<file path="src/rtl/seq011_pkg.sv">
// Shared types and helpers for the seq011 serial pattern transmitter.
// Optional build macro SEQ011_TX_GAP_EN adds the GAP state between repetitions.
package seq011_pkg;

    localparam logic [2:0] DEFAULT_PATTERN = 3'b011;

    typedef enum logic [2:0] {
        IDLE = 3'd0,
        BIT2 = 3'd1,
        BIT1 = 3'd2,
        BIT0 = 3'd3,
`ifdef SEQ011_TX_GAP_EN
        GAP  = 3'd5,
`endif
        DONE = 3'd4
    } state_t;

    typedef struct packed {
        logic x;
        logic valid;
        logic busy;
        logic done;
    } tx_out_t;

    // Moore output decode: everything visible on the pins is a function of state alone.
    function automatic tx_out_t decode_state(input state_t s, input logic [2:0] pattern);
        tx_out_t o;
        o = '0;
        case (s)
            BIT2: begin o.x = pattern[2]; o.valid = 1'b1; o.busy = 1'b1; end
            BIT1: begin o.x = pattern[1]; o.valid = 1'b1; o.busy = 1'b1; end
            BIT0: begin o.x = pattern[0]; o.valid = 1'b1; o.busy = 1'b1; end
`ifdef SEQ011_TX_GAP_EN
            GAP:  o.busy = 1'b1;
`endif
            DONE: begin o.busy = 1'b1; o.done = 1'b1; end
            default: o = '0;
        endcase
        return o;
    endfunction

endpackage

</file>
<file path="src/rtl/seq011_rep_cnt.sv">
// Repetition down-counter: loads the burst length, decrements once per pattern,
// and flags the final repetition.
module seq011_rep_cnt #(
    parameter int CNT_W = 8
) (
    input  logic             clk,
    input  logic             rst,
    input  logic             load,
    input  logic [CNT_W-1:0] load_val,
    input  logic             dec,
    output logic             last
);

    logic [CNT_W-1:0] remaining_reg;

    always_ff @(posedge clk) begin
        if (rst) begin
            remaining_reg <= '0;
        end else if (load) begin
            remaining_reg <= load_val;
        end else if (dec && remaining_reg != '0) begin
            remaining_reg <= remaining_reg - CNT_W'(1);
        end
    end

    assign last = (remaining_reg == CNT_W'(1));

endmodule

</file>
<file path="src/rtl/seq011_tx.sv">
// Serial pattern transmitter: sends PATTERN MSB-first rep_count times per start.
// Build macro SEQ011_TX_GAP_EN inserts one idle GAP cycle between repetitions.
module seq011_tx
    import seq011_pkg::*;
#(
    parameter logic [2:0] PATTERN = DEFAULT_PATTERN,
    parameter int         CNT_W   = 8
) (
    input  logic             clk,
    input  logic             rst,
    input  logic             start,
    input  logic [CNT_W-1:0] rep_count,
    output logic             x,
    output logic             valid,
    output logic             busy,
    output logic             done,
    output logic [2:0]       sent_cnt
);

    state_t     state_reg;
    state_t     state_next;
    tx_out_t    out_reg;
    logic [2:0] sent_cnt_reg;
    logic       load;
    logic       dec;
    logic       last;

    seq011_rep_cnt #(
        .CNT_W(CNT_W)
    ) u_rep_cnt (
        .clk      (clk),
        .rst      (rst),
        .load     (load),
        .load_val (rep_count),
        .dec      (dec),
        .last     (last)
    );

    // start/rep_count are only looked at in IDLE, so a running burst can't be disturbed.
    always_comb begin
        state_next = state_reg;
        load       = 1'b0;
        dec        = 1'b0;
        case (state_reg)
            IDLE: begin
                if (start && rep_count != '0) begin
                    state_next = BIT2;
                    load       = 1'b1;
                end
            end
            BIT2: state_next = BIT1;
            BIT1: state_next = BIT0;
            BIT0: begin
                dec = 1'b1;
                if (last) begin
                    state_next = DONE;
                end else begin
`ifdef SEQ011_TX_GAP_EN
                    state_next = GAP;
`else
                    state_next = BIT2;
`endif
                end
            end
`ifdef SEQ011_TX_GAP_EN
            GAP:  state_next = BIT2;
`endif
            DONE: state_next = IDLE;
            default: state_next = IDLE;
        endcase
    end

    // Outputs are registered from the next state, so they line up with state_reg.
    always_ff @(posedge clk) begin
        if (rst) begin
            state_reg    <= IDLE;
            out_reg      <= '0;
            sent_cnt_reg <= '0;
        end else begin
            state_reg <= state_next;
            out_reg   <= decode_state(state_next, PATTERN);
            if (dec) begin
                sent_cnt_reg <= sent_cnt_reg + 3'd1;
            end
        end
    end

    assign x        = out_reg.x;
    assign valid    = out_reg.valid;
    assign busy     = out_reg.busy;
    assign done     = out_reg.done;
    assign sent_cnt = sent_cnt_reg;

endmodule

</file>
<file path="config.mk">
export PLATFORM = sky130hd
export DESIGN_NAME = seq011_tx
export DESIGN_NICKNAME = d
export VERILOG_FILES = /design/src/rtl/seq011_pkg.sv /design/src/rtl/seq011_rep_cnt.sv /design/src/rtl/seq011_tx.sv
export SDC_FILE = /design/constraint.sdc
export NUM_CORES = 1
export LEC_CHECK = 0
export BUFFER_PORTS_ARGS = -buffer_cell sky130_fd_sc_hd__buf_2
export CAP_MARGIN = 20
export CORE_MARGIN = 4
export CORE_UTILIZATION = 47
export CTS_CLUSTER_DIAMETER = 60
export DETAILED_ROUTE_END_ITERATION = 8
export PLACE_DENSITY = 0.72
export SYNTH_ARGS = -nofsm -noshare
export SYNTH_HDL_FRONTEND = slang
export SYNTH_SLANG_ARGS = --single-unit
</file>
<file path="constraint.sdc">
create_clock -name clk -period 1.54 [get_ports clk]
set_input_delay 0.308 -clock clk [delete_from_list [all_inputs] [get_ports clk]]
set_output_delay 0.308 -clock clk [all_outputs]
set_load 0.02 [all_outputs]
</file>
==> out/qor.txt <==
Syn-to-layout area delta -> 44.9%
final setup TNS -> -105 ps
Startpoint Class -> register
crit path DAT -> 1840 ps
fin area -> 1360 um2
die width -> 52.7 um
wire per inst -> 15.9 um
synth warn -> 0
Starting Density -> 52.1%
clk slew on worst S/H paths -> 100 ps
Detailed Place HPWL -> 1850 um
most frequent cells in the layout -> 27 x buf_4, 17 x buf_2, 14 x dfxtp_1
Post-Route WL -> 2680 um
critical path peak fanout -> 3
Syn Inst Count -> 99
Clock Latency Late Sink -> 300 ps
syn_area_per_cell -> 9.48 um2
status -> complete, but fails checks
Finish-stage setup viols -> 2
port buffer count -> 17
total global-route track usage -> 21.5%
Clk pwr share -> 19.9%
Final ANT Viol Nets -> 0
largest net degree at the start of global routing -> 19
Worst Clk Skew -> 1.09 ps
MaxCap Viol Count -> 0
Ant. Diodes -> 0
clock sink count -> 18
largest stage delay on the critical path -> 540 ps
CTS root buf -> clkbuf_4
violated checks -> setup timing
drt pass-1 iters -> 4
max reg flops -> 8
Int Pwr -> 998 uW
die area -> 2780 um2
Std-Cell Core Area -> 1800 um2
vias -> 945
Sw Pwr -> 501 uW
max-slew violations -> 0
Synth Flop Type -> dfxtp_1
crit path kind -> register to register
Crit. End Element -> register
Worst-Margin Slew -> 383 ps
commonest non-fill, non-tap cell in the layout -> buf_4
Post-Syn Nets -> 114
relative slew slack -> 74.4%
I/O pin cnt -> 18
Max Fclk -> 622 MHz
Flop pwr share -> 37.9%
Hold Slack -> 269 ps
unrepaired setup endpoints after global routing -> yes
fin cells -> 168
Hold Buf Count CTS -> 0
global-route wire length before repair -> 4370 um
dpl cell area -> 1240 um2
Syn Std Cell Area -> 938 um2
combinational share of power -> 42.2%
# DRC -> 0
Synth cell types -> 40
die extent in y -> 52.7 um
Num CTS Buffers -> 3
worst min path class -> primary input to register
largest cells by area after synthesis -> dfxtp_1 38%, ha_1 5.3%, nor3_1 3.7%
final net count -> 159
cell area power density -> 1100 nW/um2
initial antenna violation count -> 0
Sw Ratio -> 33.4%
Seq/Total Area, Yosys -> 38.4%
vias in the first global route -> 927
CP max stage cell -> or4_4
CTS Buffer Depth -> 2
placed insts -> 163
Seq cells post-synth -> 18
VDD IR max -> 898 uV
Site Rows -> 15
Final Worst Setup Slack -> -68.6 ps
Vias/cell -> 5.63
Yosys top cell by area -> dfxtp_1
DR iter-0 viols -> 14
Final Cycle Share -> 104%
min Tclk post-route -> 1610 ps
final hold vios -> 0
H-tree levels -> 1
GR Overflow Total -> 0
post-synth top area share -> 38.4%
CTS tree -> built
number of synthesized flops with an enable pin -> 0
Pleak -> 0.608 nW
crit-path cells -> or4_4, or4b_4, nor3_2
gpl congestion -> 0.822
Req. time, crit path -> 1770 ps
Async SR Flop Fraction -> 0%
share of cells above drive strength 1 -> 53.8%
power by group through the flow:
stage | Sequential (mW) | Combinational (mW) | Clock (mW)
final | 0.568 | 0.633 | 0.298
after CTS | 0.566 | 0.568 | 0.303
after global placement | 0.571 | 0.511 | 0
after floorplan | 0.598 | 0.271 | 0
after global routing | 0.576 | 0.683 | 0.316
after detailed placement | 0.574 | 0.527 | 0
final cells by class:
type	count	area (um2)
tap	25	31.3
inverter	4	15.0
multi-input combinational	72	613
timing repair buffer	45	299
sequential	18	365
fill	143	442
clock buffer	4	36.3
per-layer routing:
| metal | wire, um | GRT usage, % | vias up |
|---|---|---|---|
| met4 | 23 | 3.83 | 0 |
| li1 | - | - | 462 |
| met3 | 118 | 5.70 | 4 |
| met2 | 1350 | 39.5 | 26 |
| met1 | 1180 | 24.8 | 453 |
| met5 | 0 | 0 | - |
critical path, delay by kind of cell (launching register included):
family	cells	cell delay, ps
DFF	1	340
and+or+nand+nor	3	1190
Yosys cell counts (all sizes together) (2+ instances only):
master	instances
a21oi	5
a22oi	2
a31oi	2
a41oi	2
and3	2
buf	3
clkbuf	2
dfxtp	18
ha	4
inv	4
nand2	5
nand3	3
nor2	5
nor3	7
nor4	2
o21ai	4
o31ai	2
or3	3
or4	3
xnor2	3
xor2	2
path summary, 6_finish.rpt:
kind	startpoint	endpoint	slack (ps)	depth (start not counted)
setup reg to reg	u_rep_cnt.remaining_reg[2]	state_reg[2]	-70	3
setup / recovery	u_rep_cnt.remaining_reg[2]	state_reg[2]	-70	3
hold reg to reg	sent_cnt[1]	sent_cnt[1]	490	2
hold / removal	rep_count[6]	u_rep_cnt.remaining_reg[6]	270	3
repair_timing:
action / CTS / global route
pin swaps: 3 / 4
endpoints found under the setup margin: 9 / 8
setup buffers: 0 / 1
gates resized for setup: 12 / 8
endpoints found under the hold margin: 0 / 0
stage by stage:
stage | util (%) | power [mW] | worst slack (ps)
4_1_cts | 73.2 | 1.44 | -34.1
6_report | 75.5 | 1.50 | -68.6
3_3_place_gp | 68.8 | 1.08 | -119
3_5_place_dp | 68.8 | 1.10 | -239
5_1_grt | 75.5 | 1.57 | -96.2
2_1_floorplan | - | 0.869 | -17.6
kinds of logic after synthesis:
kind of cell / synth area share (%)
flip-flops: 38.4
AND/OR/NAND/NOR: 26.8
adder cells (fa/ha/maj): 5.33
AO/OA/AOI/OAI: 19.5
buffers and inverters: 5.33
XOR/XNOR: 4.67
(Power assumes the default switching activity.)
